`config.mk`:
```
export PLATFORM = sky130hd
export DESIGN_NAME = pwm_duty_meter_flat
export DESIGN_NICKNAME = d
export VERILOG_FILES = /design/src/rtl/pwm_duty_meter_if.sv /design/src/rtl/pwm_duty_meter.sv /design/src/flat_wrapper.sv
export SDC_FILE = /design/constraint.sdc
export NUM_CORES = 1
export LEC_CHECK = 0
export CORE_UTILIZATION = 55
export DETAILED_ROUTE_END_ITERATION = 10
export PLACE_DENSITY = 0.85
export SLEW_MARGIN = 5
export SYNTH_ARGS = -nofsm -noshare
export SYNTH_HDL_FRONTEND = slang
export SYNTH_SLANG_ARGS = --single-unit
```
`constraint.sdc`:
```
create_clock -name clk -period 3.8 [get_ports clk]
set_input_delay 0.38 -clock clk [delete_from_list [all_inputs] [get_ports clk]]
set_output_delay 0.38 -clock clk [all_outputs]
set_load 0.02 [all_outputs]
```
`src/rtl/pwm_duty_meter_if.sv`:
```
// PWM measurement bundle: line and enable toward the meter, recovered duty/period back.
// Source side drives master; the meter attaches to slave.
interface pwm_duty_meter_if #(
    parameter int CNT_W = 24
);
    logic             enable;
    logic             pwm_in;
    logic [7:0]       duty;
    logic             duty_valid;
    logic             stalled;
    logic [CNT_W-1:0] period;

    modport master (output enable, pwm_in, input duty, duty_valid, stalled, period);
    modport slave  (input enable, pwm_in, output duty, duty_valid, stalled, period);
endinterface

```
`src/rtl/pwm_duty_meter.sv`:
```
// Recovers 8-bit duty = floor(high*256/period) from a PWM line and flags a stalled line.
// Result 10 clk after rise detect (3 clk after pin edge); no backpressure, duty_valid is a pulse.
module pwm_duty_meter #(
    parameter int CNT_W   = 24,
    parameter int TIMEOUT = 3_000_000
) (
    input  logic             clk,
    input  logic             reset_n,
    pwm_duty_meter_if.slave  bus
);
    typedef enum logic [1:0] {IDLE, MEASURE, DIVIDE, STALL} state_t;

    state_t           state_q, state_d;
    logic             sync1_q, sync2_q, prev_q;
    logic [CNT_W-1:0] per_cnt_q, per_cnt_d;
    logic [CNT_W-1:0] high_cnt_q, high_cnt_d;
    logic [CNT_W-1:0] p_q, p_d;
    logic [CNT_W:0]   rem_q, rem_d;
    logic [7:0]       quo_q, quo_d;
    logic [3:0]       div_cnt_q, div_cnt_d;
    logic [7:0]       duty_q, duty_d;
    logic             dv_q, dv_d;
    logic             stalled_q, stalled_d;
    logic [CNT_W-1:0] period_q, period_d;

    logic             rise;
    logic [CNT_W:0]   trial;
    logic [CNT_W:0]   diff;
    logic             ge;
    logic [8:0]       quo_next;

    assign rise = sync2_q & ~prev_q;

    // First step tests the integer bit (H <= P), later steps shift the remainder.
    assign trial    = (div_cnt_q == 4'd0) ? rem_q : {rem_q[CNT_W-1:0], 1'b0};
    assign ge       = (trial >= {1'b0, p_q});
    assign diff     = trial - {1'b0, p_q};
    assign quo_next = {quo_q, ge};

    always_comb begin
        state_d    = state_q;
        per_cnt_d  = per_cnt_q;
        high_cnt_d = high_cnt_q;
        p_d        = p_q;
        rem_d      = rem_q;
        quo_d      = quo_q;
        div_cnt_d  = div_cnt_q;
        duty_d     = duty_q;
        dv_d       = 1'b0;
        stalled_d  = stalled_q;
        period_d   = period_q;

        if (state_q == MEASURE || state_q == DIVIDE) begin
            if (rise) begin
                per_cnt_d  = {{(CNT_W-1){1'b0}}, 1'b1};
                high_cnt_d = {{(CNT_W-1){1'b0}}, 1'b1};
            end else begin
                if (per_cnt_q != '1)
                    per_cnt_d = per_cnt_q + 1'b1;
                if (sync2_q && high_cnt_q != '1)
                    high_cnt_d = high_cnt_q + 1'b1;
            end
        end

        case (state_q)
            IDLE: begin
                per_cnt_d  = '0;
                high_cnt_d = '0;
                if (rise) begin
                    per_cnt_d  = {{(CNT_W-1){1'b0}}, 1'b1};
                    high_cnt_d = {{(CNT_W-1){1'b0}}, 1'b1};
                    state_d    = MEASURE;
                end
            end
            MEASURE: begin
                if (rise) begin
                    p_d       = per_cnt_q;
                    rem_d     = {1'b0, high_cnt_q};
                    quo_d     = '0;
                    div_cnt_d = '0;
                    state_d   = DIVIDE;
                end else if (per_cnt_q >= CNT_W'(TIMEOUT)) begin
                    duty_d    = sync2_q ? 8'hFF : 8'h00;
                    period_d  = '0;
                    stalled_d = 1'b1;
                    dv_d      = 1'b1;
                    state_d   = STALL;
                end
            end
            DIVIDE: begin
                rem_d     = ge ? diff : trial;
                quo_d     = quo_next[7:0];
                div_cnt_d = div_cnt_q + 4'd1;
                if (div_cnt_q == 4'd8) begin
                    duty_d    = quo_next[8] ? 8'hFF : quo_next[7:0];
                    period_d  = p_q;
                    stalled_d = 1'b0;
                    dv_d      = 1'b1;
                    state_d   = MEASURE;
                end
            end
            STALL: begin
                if (rise) begin
                    per_cnt_d  = {{(CNT_W-1){1'b0}}, 1'b1};
                    high_cnt_d = {{(CNT_W-1){1'b0}}, 1'b1};
                    state_d    = MEASURE;
                end
            end
            default: state_d = IDLE;
        endcase

        // Disable aborts whatever is in flight but leaves the last reported result visible.
        if (!bus.enable) begin
            state_d   = IDLE;
            dv_d      = 1'b0;
            duty_d    = duty_q;
            period_d  = period_q;
            stalled_d = stalled_q;
        end
    end

    always_ff @(posedge clk or negedge reset_n) begin
        if (!reset_n) begin
            state_q    <= IDLE;
            sync1_q    <= 1'b0;
            sync2_q    <= 1'b0;
            prev_q     <= 1'b0;
            per_cnt_q  <= '0;
            high_cnt_q <= '0;
            p_q        <= '0;
            rem_q      <= '0;
            quo_q      <= '0;
            div_cnt_q  <= '0;
            duty_q     <= '0;
            dv_q       <= 1'b0;
            stalled_q  <= 1'b0;
            period_q   <= '0;
        end else begin
            state_q    <= state_d;
            sync1_q    <= bus.pwm_in;
            sync2_q    <= sync1_q;
            prev_q     <= sync2_q;
            per_cnt_q  <= per_cnt_d;
            high_cnt_q <= high_cnt_d;
            p_q        <= p_d;
            rem_q      <= rem_d;
            quo_q      <= quo_d;
            div_cnt_q  <= div_cnt_d;
            duty_q     <= duty_d;
            dv_q       <= dv_d;
            stalled_q  <= stalled_d;
            period_q   <= period_d;
        end
    end

    assign bus.duty       = duty_q;
    assign bus.duty_valid = dv_q;
    assign bus.stalled    = stalled_q;
    assign bus.period     = period_q;
endmodule
```
`src/flat_wrapper.sv`:
```
// flat-port wrapper written by rule: the top's interface ports become plain ports
module pwm_duty_meter_flat 
#(
    parameter int CNT_W   = 24,
    parameter int TIMEOUT = 3_000_000
)
  (clk, reset_n, bus_enable, bus_pwm_in, bus_duty, bus_duty_valid, bus_stalled, bus_period);
  pwm_duty_meter_if #(.CNT_W(CNT_W)) bus_i ();
  input  logic clk;
  input  logic reset_n;
  input wire logic [$bits(bus_i.enable)-1:0] bus_enable;
  input wire logic [$bits(bus_i.pwm_in)-1:0] bus_pwm_in;
  output wire logic [$bits(bus_i.duty)-1:0] bus_duty;
  output wire logic [$bits(bus_i.duty_valid)-1:0] bus_duty_valid;
  output wire logic [$bits(bus_i.stalled)-1:0] bus_stalled;
  output wire logic [$bits(bus_i.period)-1:0] bus_period;
  assign bus_i.enable = bus_enable;
  assign bus_i.pwm_in = bus_pwm_in;
  assign bus_duty = bus_i.duty;
  assign bus_duty_valid = bus_i.duty_valid;
  assign bus_stalled = bus_i.stalled;
  assign bus_period = bus_i.period;
  pwm_duty_meter #(.CNT_W(CNT_W), .TIMEOUT(TIMEOUT)) u_core (.clk(clk), .reset_n(reset_n), .bus(bus_i));
endmodule
```
==> metrics.txt <==
clk_skew 0.00947 ns; Post-Synthesis Cells 915; Peak Freq 270 MHz; share of post-route cells with drive strength above 1 18.0%; dpl ws 0.00529 ns; largest stage delay on the critical path 0.44 ns; clk root buf clkbuf_16; Seq/Total Area, Yosys 42.4%; TritonCTS Buffers 17; most common cell in the netlist dfrtp_1; crit path kind reg -> reg; Post-Place Cells 1174; drt initial violations 603; CTS tree done; Clock power frac 18.8%; WP data required 4.12 ns; Post-synth top flop dfrtp_1; average wire per standard cell 18.4 um; Detailed Route WL 22300 um; Initial Utilization 56.8%; Yosys top cell area share 42.4%; Via density 5.98; largest net degree at the start of global routing 98; die height 128 um; Comb pwr share 59.7%; clk sinks 148; grt ovf 0; Worst Setup End Kind flop; Worst-Margin Slew 0.917 ns; Ports 38; RePlAce Congestion 0.986; Clock Latency Late Sink 0.44 ns; row count 45; fin crit share 97.5%; peak supply drop 0.928 mV; Final setup viols 0; Power Density 887 mW/mm2; # nets final 1026; synthesized cell area 0.00873 mm2; Psw 3900 uW; global-route wire length before repair 36100 um; Final Max Slew Viols 0; vias in the first global route 7095; Yosys cell types 73; Hold WC Path Type in -> async; H-Tree Depth 4; syn_nets 954; Seq pwr share 21.5%; IO buf count 37; largest fanout on the critical path 7; via count 7246; core area 0.0154 mm2; DR DRC count 0; Post-synth EDFFs 0; Die ar. 0.0164 mm2; clock-pin slew on the worst setup and hold paths 0.06 ns; sw frac 42.7%; ant diodes 0; DRT antenna net count 0; Total GRT Usage 28.8%; cell-internal power 5240 uW; Bufs on Longest Clock Path 2; Synth area leader dfrtp_1; final non-filler cell total 1211; Max Cap Violations 0; Slew headroom 38.8%; Final HPWL DP 15200 um; crit path DAT 4.02 ns; # hold bufs at CTS 0; Static Leak 0.00460 uW; final core utilization 67.0%; yosys warns 0; Area Overhead vs Synth 17.9%; Fin. Hold Viols 0; Final min period 3.70 ns; antenna violations before repair 0; Synth Register Bits 148; status finished clean; post-synthesis area per instance 9.55 um2; slowest cell on the critical path o311a_1; CP Launch Type flop; Buf+Inv Stages, Crit Path 5; final worst slack 0.0967 ns; top cells by count, synth dfrtp_1, nor2_1, nand2_1, inv_1, a21oi_1; chip width 128 um; CP delay by family, top compound AO/OA/AOI/OAI gates; top cells by area, synth dfrtp_1, mux2_2, ha_1, mux2i_1, nor2_1; router iterations before antenna repair 5; asr flop ratio synth 100%; # fillers 1138; worst path cell trace inv_2, ha_2, nor3b_4, buf_6, buf_6, mux2_2, ha_1, buf_4, a21oi_2, o211ai_1, o21ai_1, buf_4, a211oi_2, o311a_1, o21ai_2, o41ai_2, or2_1
worst reg2reg max path: cells and delay by family, from the launching register on:
kind | cells | cell delay (ns)
and+or+nand+nor | 2 | 0.39
buffers and inverters | 5 | 0.68
DFF | 1 | 0.40
AOI/OAI and AO/OA | 7 | 1.32
adders and majority gates | 2 | 0.47
muxes | 1 | 0.34
timing repair:
item	4_1_cts	5_1_grt
gates resized for setup	2	29
pin swaps	0	7
cloned	0	0
setup buffers	0	5
endpoints found under the setup margin	4	26
cell usage in the layout, fill, tap and decap left out, types with 6 or more instances in the layout:
master             n
a21o_1             6
a21oi_1           51
a22o_1             8
and3_1            12
buf_4             48
buf_6              6
clkbuf_16         17
clkdlybuf4s50_1   36
dfrtp_1          148
ha_1              30
inv_1             65
mux2_2            52
mux2i_1           41
nand2_1           83
nand2b_1           6
nand3_1           31
nand4_1           15
nor2_1            93
nor3_1            14
o211ai_1           7
o21ai_0           39
o21ai_1            6
o21bai_1           6
o22ai_1           14
or3_1             11
xnor2_1           25
xor2_1            28
power by group through the flow:
stage | clock network (uW) | registers (uW) | logic (uW)
2_1_floorplan | 0 | 2020 | 3480
5_1_grt | 1800 | 1980 | 5880
3_5_place_dp | 0 | 1980 | 5000
3_3_place_gp | 0 | 1970 | 4910
6_report | 1720 | 1960 | 5460
4_1_cts | 1730 | 1960 | 5060
logic make-up (layout without fill, tap and decap cells):
family          after synthesis  count (layout)  share of synthesized area, %
mux                          94              94                          11.5
flops                       148             148                          42.4
compound gates              189             189                          14.3
buf+inv                     104             189                          5.37
simple gates                292             292                          15.9
fa+ha+maj                    35              35                          5.10
xor+xnor                     53              53                          5.31
state kept, by name, indices dropped and copies added (netlist names), 2 cells and up:
signal / flops
u_core.state_q: 2
u_core.high_cnt_q: 24
u_core.rem_q: 25
u_core.quo_q: 8
u_core.bus.period: 24
u_core.p_q: 24
u_core.per_cnt_q: 24
u_core.bus.duty: 8
u_core.div_cnt_q: 4
per-layer routing:
metal	part of all wire (%)	GRT usage (%)
met4	2.8	13.2
met5	0	0
met1	42	36.2
met2	49	47.4
met3	6.0	6.22
metrics by stage:
stage / hold WS, ns / instance area, um2 / total power (uW) / setup TNS (ns)
2_1_floorplan: 0.0844 / 8740 / 5500 / 0
3_3_place_gp: 0.334 / 9540 / 6880 / 0
3_5_place_dp: 0.336 / 9540 / 6990 / 0
4_1_cts: 0.0740 / 10100 / 8740 / 0
5_1_grt: 0.102 / 10300 / 9660 / -0.125
6_report: 0.0458 / 10300 / 9140 / 0
worst paths after layout:
check | from | to | slack [ns] | depth (start not counted)
max in group asynchronous | reset_n | u_core.p_q[12] | 2.86 | 2
min reg2reg | u_core.sync1_q | u_core.sync2_q | 0.35 | 0
min in group clk | u_core.sync1_q | u_core.sync2_q | 0.35 | 0
max | u_core.div_cnt_q[1] | u_core.rem_q[22] | 0.1 | 17
min | reset_n | u_core.p_q[18] | 0.05 | 1
max reg2reg | u_core.div_cnt_q[1] | u_core.rem_q[22] | 0.1 | 17
cell type report:
class / instances / area, um2 / area share (%)
Sequential cell: 148 / 3700 / 36.0
Inverter: 66 / 248 / 2.41
Multi-Input combinational cell: 663 / 4680 / 45.4
Tap cell: 211 / 264 / 2.56
Clock buffer: 20 / 457 / 4.43
Timing Repair Buffer: 91 / 808 / 7.85
Clock inverter: 12 / 143 / 1.38
Note: power is estimated with default switching activity, not from simulation.
==> variant (same settings) <==
Make the reset (`reset_n`) synchronous in one clocked block.
--- a/src/rtl/pwm_duty_meter.sv
+++ b/src/rtl/pwm_duty_meter.sv
@@ -119,7 +119,7 @@
         end
     end
 
-    always_ff @(posedge clk or negedge reset_n) begin
+    always_ff @(posedge clk) begin
         if (!reset_n) begin
             state_q    <= IDLE;
             sync1_q    <= 1'b0;
Formal check against the unedited RTL: no difference found for any inputs over 10 cycles, from zero or initial values and one cycle with reset_n low; that may be too few to reach the edited logic, so the function may still have changed.
==> variant against the original RTL <==
- die area is 8.1% lower
- routed wire length is 4.0% higher
- sequential cell count stayed put
- final area is 4.6% lower
- synthesized area is 8.2% lower
- worst setup slack worse by 0.083 ns
- critical path type unchanged
- highest routed layer unchanged
Power is not compared: it rests on default switching activity, and its combinational part moved more than twofold at a synthesized area within 25%.
==> variant: results <==
{
  "drt_pre_antenna_iters": 5,
  "first_global_vias": 6776,
  "timing.rr.start": "u_core.div_cnt_q[1]$_SDFFE_PN0P_",
  "avgSynthCellArea_sq_um": 8.07,
  "viasPerCell": 6.26,
  "synth_xor_area_share_pct": 5.90,
  "dp.cells": 1178,
  "rr_endpoint": "u_core.rem_q[24]$_SDFFE_PN0P_",
  "r2r_slack_ns": 0.01,
  "reg2reg_depth": 18,
  "synth-adder-area-share_pct": 5.40,
  "slew_headroom_pct": 24.6,
  "final_layout_size_suffix_gt1_share_pct": 15.4,
  "wl_met1_um": 9570,
  "status": "finished clean",
  "layout.nets": 1078,
  "wl_met2_um": 10900,
  "place.gp.congestion": 0.925,
  "clock_skew_ns": 0.0102,
  "synth_compound_area_share_pct": 19.4,
  "syn_nets": 1031,
  "ys_top_cells_by_count": "148 x dfxtp_1, 129 x nand2_1, 96 x a21oi_1",
  "yosysUniqueCellTypes": 71,
  "synthFlopType": "dfxtp_1",
  "wl_met3_um": 1760,
  "dp_hpwl_um": 14600,
  "hold_class": "reg -> reg",
  "ant_nets": 0,
  "grtUsageTotal_pct": 29.3,
  "grt_max_degree": 69,
  "grt_pass1_wl_um": 33900,
  "crit_path_max_fanout": 6,
  "synth_mux_area_share_pct": 5.38,
  "seq_area_frac_synth_pct": 37.0,
  "hold_slack_ns": 0.432,
  "wire_per_inst_um": 18.8
}
-- variant: changes by cell type in the layout (fill, tap and decap cells not counted), sizes merged, moves of 40 or more --
| cell | unedited run | this run |
|---|---|---|
| a21oi | 56 | 96 |
| dfrtp | 148 | 0 |
| dfxtp | 0 | 148 |
| nand2 | 83 | 130 |
-- variant: power groups by stage --
stage          Sequential (uW)  Clock (uW)  Combinational (uW)
3_5_place_dp              1600           0                 110
3_3_place_gp              1600           0                 108
2_1_floorplan             1600           0                74.9
4_1_cts                   1560        1730                 113
5_1_grt                   1560        1810                 134
6_report                  1560        1730                 126
-- variant: stage by stage --
stage | power [uW] | area [sq um]
2_1_floorplan | 1670 | 8060
3_3_place_gp | 1700 | 8620
3_5_place_dp | 1710 | 8620
4_1_cts | 3400 | 9380
5_1_grt | 3500 | 9830
6_report | 3420 | 9830
-- variant: worst max path at each step --
stage	startpoint	endpoint	slack [ns]	cells past startpoint
final	u_core.div_cnt_q[1]$_SDFFE_PN0P_	u_core.rem_q[24]$_SDFFE_PN0P_	0.01	18
after global routing	u_core.div_cnt_q[1]$_SDFFE_PN0P_	u_core.rem_q[24]$_SDFFE_PN0P_	-0.10	15
after CTS	u_core.div_cnt_q[1]$_SDFFE_PN0P_	u_core.rem_q[24]$_SDFFE_PN0P_	-0.009	17
after detailed placement	u_core.div_cnt_q[1]$_SDFFE_PN0P_	u_core.rem_q[24]$_SDFFE_PN0P_	-0.05	14
after global placement	u_core.div_cnt_q[1]$_SDFFE_PN0P_	u_core.rem_q[24]$_SDFFE_PN0P_	0.10	14
after floorplan	u_core.div_cnt_q[0]$_SDFFE_PN0P_	u_core.rem_q[24]$_SDFFE_PN0P_	0.005	14
-- variant: repair_timing --
action / in CTS / in global routing
setup buffers: 3 / 16
hold endpoints to repair: 0 / 0
pin swaps: 7 / 18
endpoints found under the setup margin: 2 / 26
gates cloned: 2 / 2
gates resized for setup: 10 / 52
-- variant: worst max-delay path: stages, from the launching register on --
cell	delay (ns)
dfxtp_2	0.36
inv_2	0.05
ha_4	0.15
nor3b_4	0.14
buf_6	0.14
buf_6	0.13
buf_16	0.14
nand2_4	0.08
ha_4	0.14
inv_2	0.04
fa_2	0.35
a211oi_2	0.24
o21ai_2	0.12
o221a_4	0.24
a221o_1	0.37
a22o_1	0.26
a221oi_2	0.30
mux2_4	0.33
o21ai_2	0.13
-- variant: per-layer routing --
layer	vias to the layer above	global-route usage [%]
met5	-	0.347
met4	0	11.3
met3	83	6.32
met2	374	47.4
met1	3662	37.9
li1	3603	-
-- variant: final cells by class --
cell class,instances,area [sq um]
Clock buffer,21,450
Clock inverter,11,153
Timing Repair Buffer,84,847
Inverter,41,154
Fill cell,1027,4220
Multi-Input combinational cell,748,5030
Tap cell,180,225
Sequential cell,148,2970
